===== src/rtl/conv_pkg.sv =====
// Shared definitions for the convolution result writer.
//
// Contents:
//   DATA_WIDTH_DEF  default adder-tree sum width: a 19-bit sum plus one carry bit
//   state_e         frame sequencing states used by conv_result_writer
package conv_pkg;

  localparam int SUM_WIDTH_DEF  = 19;
  localparam int DATA_WIDTH_DEF = SUM_WIDTH_DEF + 1;

  typedef enum logic [1:0] {
    IDLE = 2'd0,
    RUN  = 2'd1,
    DONE = 2'd2
  } state_e;

endpackage


===== src/rtl/result_fifo.sv =====
// Small synchronous FIFO that buffers adder-tree sums ahead of the memory writer.
//
// Ports:
//   clk           rising-edge clock
//   reset         asynchronous active-low reset; empties the FIFO
//   push_i        write push_data_i (taken when not full, or when a pop happens in the same cycle)
//   push_data_i   entry to store
//   pop_i         drop the head entry (ignored when empty)
//   head_o        current head entry
//   full_o        all DEPTH entries occupied
//   empty_o       no entries stored
module result_fifo #(
  parameter int WIDTH = 20,
  parameter int DEPTH = 4
) (
  input  logic             clk,
  input  logic             reset,
  input  logic             push_i,
  input  logic [WIDTH-1:0] push_data_i,
  input  logic             pop_i,
  output logic [WIDTH-1:0] head_o,
  output logic             full_o,
  output logic             empty_o
);

  localparam int AW = (DEPTH > 1) ? $clog2(DEPTH) : 1;

  logic [WIDTH-1:0] mem_q [DEPTH];
  logic [AW:0]      wptr_q, rptr_q;
  logic             do_push, do_pop;

  // Pointers carry one extra wrap bit: equal pointers mean empty, equal
  // index with differing wrap bits means full.
  assign empty_o = (wptr_q == rptr_q);
  assign full_o  = (wptr_q[AW] != rptr_q[AW]) && (wptr_q[AW-1:0] == rptr_q[AW-1:0]);
  assign do_pop  = pop_i && !empty_o;
  assign do_push = push_i && (!full_o || do_pop);
  assign head_o  = mem_q[rptr_q[AW-1:0]];

  always_ff @(posedge clk or negedge reset) begin
    if (!reset) begin
      wptr_q <= '0;
      rptr_q <= '0;
    end else begin
      if (do_push) wptr_q <= wptr_q + (AW+1)'(1);
      if (do_pop)  rptr_q <= rptr_q + (AW+1)'(1);
    end
  end

  // Storage needs no reset: entries are only read after being written.
  always_ff @(posedge clk) begin
    if (do_push) mem_q[wptr_q[AW-1:0]] <= push_data_i;
  end

endmodule


===== src/rtl/conv_result_writer.sv =====
// Collects one frame of NUM_RESULTS signed adder-tree sums and writes them to
// the result memory at consecutive addresses 0..NUM_RESULTS-1.
//
// Optional feature: define RESULT_RELU_EN to clamp negative sums (MSB set)
// to zero as they enter the buffer; without it sums are written unmodified.
//
// Ports:
//   clk, reset         clock and asynchronous active-low reset
//   enable             frame start, sampled only while idle
//   in_valid/in_num    producer side; transfer when in_valid && in_ready
//   in_ready           room in the buffer and frame not yet fully accepted
//   mem_req/mem_ack    memory write handshake; address/data held until ack
//   mem_addr/mem_wdata write address and data
//   busy               frame in progress
//   done               one-cycle pulse after the last write completes
//
// Handshakes: a transfer happens on a rising edge where valid and ready are
// both high. in_ready is combinational; mem_req is a register that, once
// raised, keeps mem_addr/mem_wdata stable until the edge that samples mem_ack.
module conv_result_writer
  import conv_pkg::*;
#(
  parameter int DATA_WIDTH  = DATA_WIDTH_DEF,
  parameter int NUM_RESULTS = 16,
  parameter int ADDR_WIDTH  = 8,
  parameter int FIFO_DEPTH  = 4
) (
  input  logic                  clk,
  input  logic                  reset,
  input  logic                  enable,
  input  logic                  in_valid,
  input  logic [DATA_WIDTH-1:0] in_num,
  output logic                  in_ready,
  output logic                  mem_req,
  input  logic                  mem_ack,
  output logic [ADDR_WIDTH-1:0] mem_addr,
  output logic [DATA_WIDTH-1:0] mem_wdata,
  output logic                  busy,
  output logic                  done
);

  localparam int             CNT_W     = $clog2(NUM_RESULTS + 1);
  localparam logic [CNT_W-1:0] FRAME_CNT = CNT_W'(NUM_RESULTS);
  localparam logic [CNT_W-1:0] LAST_WR   = CNT_W'(NUM_RESULTS - 1);

  state_e                state_q, state_d;
  logic [CNT_W-1:0]      acc_cnt_q, acc_cnt_d;
  logic [CNT_W-1:0]      wr_cnt_q, wr_cnt_d;
  logic                  mem_req_q, mem_req_d;
  logic [ADDR_WIDTH-1:0] mem_addr_q, mem_addr_d;
  logic [DATA_WIDTH-1:0] mem_wdata_q, mem_wdata_d;

  logic                  push, pop;
  logic                  fifo_full, fifo_empty;
  logic [DATA_WIDTH-1:0] push_data, fifo_head;

  assign in_ready = (state_q == RUN) && !fifo_full && (acc_cnt_q < FRAME_CNT);
  assign push     = in_valid && in_ready;
  // An ack only counts against an outstanding request.
  assign pop      = mem_req_q && mem_ack;

`ifdef RESULT_RELU_EN
  assign push_data = in_num[DATA_WIDTH-1] ? '0 : in_num;
`else
  assign push_data = in_num;
`endif

  result_fifo #(
    .WIDTH (DATA_WIDTH),
    .DEPTH (FIFO_DEPTH)
  ) u_fifo (
    .clk         (clk),
    .reset       (reset),
    .push_i      (push),
    .push_data_i (push_data),
    .pop_i       (pop),
    .head_o      (fifo_head),
    .full_o      (fifo_full),
    .empty_o     (fifo_empty)
  );

  always_comb begin
    state_d     = state_q;
    acc_cnt_d   = acc_cnt_q;
    wr_cnt_d    = wr_cnt_q;
    mem_req_d   = mem_req_q;
    mem_addr_d  = mem_addr_q;
    mem_wdata_d = mem_wdata_q;
    unique case (state_q)
      IDLE: begin
        if (enable) begin
          state_d   = RUN;
          acc_cnt_d = '0;
          wr_cnt_d  = '0;
        end
      end
      RUN: begin
        if (push) acc_cnt_d = acc_cnt_q + CNT_W'(1);
        if (pop) begin
          mem_req_d = 1'b0;
          wr_cnt_d  = wr_cnt_q + CNT_W'(1);
          if (wr_cnt_q == LAST_WR) state_d = DONE;
        end else if (!mem_req_q && !fifo_empty) begin
          // Launch the next write; the head stays in the FIFO until acked.
          mem_req_d   = 1'b1;
          mem_addr_d  = ADDR_WIDTH'(wr_cnt_q);
          mem_wdata_d = fifo_head;
        end
      end
      DONE:    state_d = IDLE;
      default: state_d = IDLE;
    endcase
  end

  always_ff @(posedge clk or negedge reset) begin
    if (!reset) begin
      state_q     <= IDLE;
      acc_cnt_q   <= '0;
      wr_cnt_q    <= '0;
      mem_req_q   <= 1'b0;
      mem_addr_q  <= '0;
      mem_wdata_q <= '0;
    end else begin
      state_q     <= state_d;
      acc_cnt_q   <= acc_cnt_d;
      wr_cnt_q    <= wr_cnt_d;
      mem_req_q   <= mem_req_d;
      mem_addr_q  <= mem_addr_d;
      mem_wdata_q <= mem_wdata_d;
    end
  end

  assign mem_req   = mem_req_q;
  assign mem_addr  = mem_addr_q;
  assign mem_wdata = mem_wdata_q;
  assign busy      = (state_q == RUN);
  assign done      = (state_q == DONE);

endmodule

===== config.mk =====
export PLATFORM = sky130hd
export DESIGN_NAME = conv_result_writer
export DESIGN_NICKNAME = d
export VERILOG_FILES = /design/src/rtl/conv_pkg.sv /design/src/rtl/result_fifo.sv /design/src/rtl/conv_result_writer.sv
export SDC_FILE = /design/constraint.sdc
export NUM_CORES = 1
export LEC_CHECK = 0
export BUFFER_PORTS_ARGS = -buffer_cell sky130_fd_sc_hd__buf_2
export CAP_MARGIN = 20
export CORE_ASPECT_RATIO = 0.5
export CORE_MARGIN = 2
export CORE_UTILIZATION = 50
export DETAILED_ROUTE_END_ITERATION = 6
export MAX_ROUTING_LAYER = met4
export PLACE_DENSITY = 0.82
export SLEW_MARGIN = 15
export SYNTH_ARGS = -nofsm -noshare
export SYNTH_HDL_FRONTEND = slang
export SYNTH_HIERARCHICAL = 1
export SYNTH_SLANG_ARGS = --single-unit

===== constraint.sdc =====
create_clock -name clk -period 2.8 [get_ports clk]
set_input_delay 0.28 -clock clk [delete_from_list [all_inputs] [get_ports clk]]
set_output_delay 0.28 -clock clk [all_outputs]
set_load 0.1 [all_outputs]

* Word level (Yosys, flattened, before mapping)
Memory sizes are Yosys's and may differ from the RTL's. A register that Yosys moved wholly into a read port is not among the register bits. Cells that the tools add are included.
Word-level totals: register bits 24, memory bits (writable) 80, word-level logic and storage cells 58, memories 1
Memory list:
- u_fifo.mem_q | depth 4, width 20, read ports 1, clocked after memory_dff 1, write ports 1, RTL line result_fifo.sv:28 | logic [WIDTH-1:0] mem_q [DEPTH];
Cells by class: $add $sub $neg 4, magnitude comparators 1, equal/unequal tests 10, multiplexer cells 13, bitwise logic cells 1, reduce and logical (&&, ||, !) cells 21
Operators with widths (number):
- 5-bit case mux with 2 select lines | 2
- 5-bit two-way mux | 3
- 3-bit AND reduction | 4
- 5-bit by 1-bit adder with 5-bit output (second input constant) | 2
- 1-bit logical AND | 8
- 3-bit by 1-bit adder with 3-bit output (second input constant) | 2
- 2-bit two-way mux | 3
- 2-bit by 1-bit != test with 1-bit output (second input constant) | 3
- 5-bit by 4-bit == test with 1-bit output (second input constant) | 1
- 5-bit < comparator (second input constant) | 1
- 1-bit zero test | 4
- 1-bit two-way mux | 4
- 2-bit case mux with 2 select lines | 1
- 2-bit nonzero test | 2
- 3-bit == test | 1
- 2-bit by 1-bit == test with 1-bit output (second input constant) | 1
- 2-bit == test | 1
- 2-bit == test (second input constant) | 1
- 2-bit zero test | 1
- 2-bit != test (second input constant) | 1
- 2-bit AND reduction | 1
- 1-bit logical OR | 1
- 1-bit != test | 1
- 1-bit NOT | 1

* Longest topological paths before layout
word-level depth 9, depth in mapped cells 10

* By module
Netlist, hierarchy kept.
By module, submodules not included:
- result_fifo | times used 1, cells each 148, area each 3345.7 um^2, seq. area each 2552.4 um^2
- conv_result_writer | times used 1, cells each 116, area each 1610.3 um^2, seq. area each 950.9 um^2

* Worst setup path before layout
Ideal clock, no wire load.
path type register to register, from register u_fifo.rptr_q[2], to memory u_fifo.mem_q[3][0] (enable), arrival time 2.658 ns, path slack -0.233 ns, stages on the path, launching flop included 10, buffers on the path 0, period minus slack after synthesis 3.033 ns, cell sequence dfrtp_1 xnor2_1 nor3_1 or4b_4 inv_2 nand2_1 inv_1 and2_1 o41ai_2 inv_1
On the way: word-level cells in the longest chain between the ends 9, elaborated cells between the ends (all ways) 13
Ends and longest elaborated chain:
- from (decl) | RTL line result_fifo.sv:29 | logic [AW:0] wptr_q, rptr_q;
- from (signal assigned) | RTL line result_fifo.sv:46 | if (do_pop) rptr_q <= rptr_q + (AW+1)'(1);
- 1-bit != test | RTL line result_fifo.sv:35 | assign full_o = (wptr_q[AW] != rptr_q[AW]) && (wptr_q[AW-1:0] == rptr_q[AW-1:0]);
- 1-bit logical AND | RTL line result_fifo.sv:35
- named net fifo_full | RTL line conv_result_writer.sv:54 | logic fifo_full, fifo_empty;
- 1-bit zero test | RTL line conv_result_writer.sv:57 | assign in_ready = (state_q == RUN) && !fifo_full && (acc_cnt_q < FRAME_CNT);
- 1-bit logical AND (2 in a row) | RTL line conv_result_writer.sv:57
- named net in_ready | RTL line conv_result_writer.sv:33 | output logic in_ready,
- 1-bit logical AND | RTL line conv_result_writer.sv:58 | assign push = in_valid && in_ready;
- named net push | RTL line conv_result_writer.sv:53 | logic push, pop;
- 1-bit logical AND | RTL line result_fifo.sv:37 | assign do_push = push_i && (!full_o || do_pop);
- 1-bit two-way mux | RTL line result_fifo.sv:52 | if (do_push) mem_q[wptr_q[AW-1:0]] <= push_data_i;
- 1-bit two-way mux (implied by the code) | RTL line result_fifo.sv:52
- to (decl) | RTL line result_fifo.sv:28
The timed path passes the listed nets, and every way through them passes these cells.

* Worst setup path in the final report
from register u_fifo.wptr_q[0], to memory u_fifo.mem_q[3][14] (enable)
On the way: word-level cells in the longest chain between the ends 9, elaborated cells between the ends (all ways) 13
Ends and longest elaborated chain:
- from (decl) | RTL line result_fifo.sv:29
- from (signal assigned) | RTL line result_fifo.sv:45 | if (do_push) wptr_q <= wptr_q + (AW+1)'(1);
- 2-bit == test | RTL line result_fifo.sv:35
- 1-bit logical AND | RTL line result_fifo.sv:35
- named net fifo_full | RTL line conv_result_writer.sv:54
- 1-bit zero test | RTL line conv_result_writer.sv:57
- 1-bit logical AND (2 in a row) | RTL line conv_result_writer.sv:57
- 1-bit logical AND | RTL line conv_result_writer.sv:58
- named net push | RTL line conv_result_writer.sv:53
- 1-bit logical AND | RTL line result_fifo.sv:37
- 1-bit two-way mux | RTL line result_fifo.sv:52
- 1-bit two-way mux (implied by the code) | RTL line result_fifo.sv:52
The timed path passes the listed nets, and every way through them passes these cells.

==> flow_summary.yaml <==
outcome:
  status: "complete, no violations"
floorplanning:
  start_util: 0.519
  rows: 25
  core_area_um2: 9540
  num_io_pins: 57
  die_y_um: 74.4
  floorplan.die.width_um: 145
  dieArea_um2: 10800
synth:
  yosys-top-cells-area: "edfxtp_1 (48%), dfrtp_1 (22%), mux4_2 (9.1%), mux2_2 (6.1%), ha_1 (2.0%)"
  yosys_warnings: 6
  syn_area_um2: 4960
  synth_edf_count: 80
  ys_seq_area_frac: 0.707
  async_reset_ff_frac: 0.355
  synth_top_area_frac: 0.485
  ys.flop_type: "edfxtp_1"
  yosysMostFrequentCell: "edfxtp_1"
  syn_inst: 264
  syn_area_per_cell_um2: 18.8
  synthTopCellsByCount: "edfxtp_1 (80), dfrtp_1 (44), mux2_2 (27)"
  ys_ff_latch: 124
  synth_cell_types: 45
  yosysTopAreaCell: "edfxtp_1"
route:
  drt_iter0_markers: 180
  dr.pass1.iters: 4
  drcViolationCount: 0
  vias_per_cell: 5.49
  vias: 2651
  wl_per_cell_um: 19.2
  ant_nets: 0
  wl_um: 9290
clock_tree:
  clkTransAtPathRegs_ns: 0.06
  cts_tree: "yes"
  insertion_delay_ns: 0.41
  cts-root-buf: "clkbuf_16"
  clockBufferDepth: 2
  clkSinkCount: 124
  h-tree-depth: 4
  cts_setup_buffers: 0
  numCtsBuffers: 17
grt:
  grtUsageTotal: 0.196
  grt_pass1_vias: 2731
  grt_max_degree: 34
  grt_pass1_wl_um: 14500
  antenna_found_initial: 0
  overflow: 0
timing:
  rsz0062_at_grt: "false"
  drv_slew: 0
  setup_viol: 0
  worst_slew_pin_slew_ns: 0.773
  period_minus_slack_ns: 2.63
  fmax_ghz: 0.381
  slew_headroom: 0.485
  setup_ws_ns: 0.174
  clock_skew_ns: 0.00836
  finalCritPeriodShare: 0.938
  hold_viol: 0
  tns_ns: 0
setup_path:
  crit_end: "u_fifo/mem_q[3][14]"
  crit_start: "u_fifo/wptr_q[0]"
  crit_path_end_kind: "flop"
  r2r-start: "u_fifo/wptr_q[0]"
  worstSetupStartpointType: "flop"
  criticalPathCategory: "flop to flop"
  r2r_end: "u_fifo/mem_q[3][14]"
  critPathMaxFanout: 20
  cp.required_ns: 2.91
  cp.arrival_ns: 2.73
  r2r_slack_ns: 0.17
  reg2reg_depth: 10
placement:
  place_area_um2: 5460
  place_ws_ns: 0.126
  place.gp.congestion: 0.777
  hpwl_um: 5490
  io_buffer_count: 53
finish:
  nFillCells: 632
  antenna_cells: 0
  area_growth_pct: 22.7
  drive_above_1_share: 0.437
  final_nets: 368
  stdcell_area_um2: 6080
job:
  maxCapViolCount: 0
worst_hold_path:
  hold_class: "input pin to flop"
## layer usage
layer	share of wire	global-route usage
met1	0.43	0.237
met2	0.51	0.311
met3	0.047	0.0657
met4	0.011	0.0744
met5	0	-
## per-stage QoR
step	hold slack (ns)	utilization	std cells
CTS	0.0720	0.637	483
global route	0.0811	0.638	483
detailed placement	0.397	0.572	450
floorplan	-0.0156	-	266
global placement	0.371	0.572	450
finish	0.0875	0.638	483
## state kept, by name, indices dropped and copies added (netlist names)
| register | cells |
|---|---|
| acc_cnt_q | 5 |
| mem_addr | 5 |
| mem_req | 1 |
| mem_wdata | 20 |
| state_q | 2 |
| u_fifo/mem_q | 80 |
| u_fifo/rptr_q | 3 |
| u_fifo/wptr_q | 3 |
| wr_cnt_q | 5 |
## worst min path at each step
stage                                     to  slack, ns  startpoint  cells past startpoint
after global placement         mem_wdata[15]       0.37       reset                      1
after detailed placement       mem_wdata[15]       0.40       reset                      1
after global routing      u_fifo/mem_q[3][2]       0.08   in_num[2]                      1
after floorplan                 acc_cnt_q[0]      -0.02       reset                      0
final                     u_fifo/mem_q[0][3]       0.09   in_num[3]                      1
after CTS                 u_fifo/mem_q[2][2]       0.07   in_num[2]                      1
## layout by cell type, fill, tap and decap left out, types with 2 or more instances in the layout
cell	n
edfxtp_1	80
buf_2	52
dfrtp_1	43
mux2_2	27
mux4_2	20
clkbuf_16	17
ha_1	8
inv_1	7
and3_1	5
o21ai_0	5
buf_12	5
buf_4	5
nand3_1	4
inv_6	4
and2_1	3
nand2_1	3
mux2i_1	3
nor3_1	3
conb_1	3
clkinv_2	3
clkinvlp_4	3
bufinv_16	3
and3_2	3
o311ai_0	3
nand2b_1	2
a32o_1	2
xor2_1	2
or4_1	2
xnor2_1	2
## worst max-delay path: stages (launching register included)
cell     delay (ns)
dfrtp_1        0.52
xor2_4         0.27
nor3_1         0.10
or4b_4         0.52
inv_4          0.09
nand2_1        0.08
inv_1          0.18
and2_1         0.19
o41ai_2        0.11
inv_2          0.10
buf_12         0.17
## final cells by class
type                    instances  area [µm²]  share of cell area
repair buffers                 63         408              0.0671
multi-input cells             120        1360               0.223
clock buffers                  19         443              0.0728
flip-flops and latches        124        3500               0.576
clock inverters                13         163              0.0267
inverters                       9        36.3             0.00597
well taps                     135         169              0.0278
## cell families after synthesis
kind of cell,after synthesis,share of synthesized area
flops,124,0.707
mux,50,0.158
simple gates,31,0.0409
compound gates,22,0.0359
buf+inv,22,0.0227
fa+ha+maj,8,0.0202
xor+xnor,6,0.0144
other cells,1,0.000757
## timing repair
action                                  CTS  global route
resized for setup                         0             1
hold buffers                              1             0
endpoints found under the hold margin    32             0
endpoints found under the setup margin    0            20
Power is not shown: default switching activity piles up to over one toggle a cycle in this logic, so the estimate is an artifact.
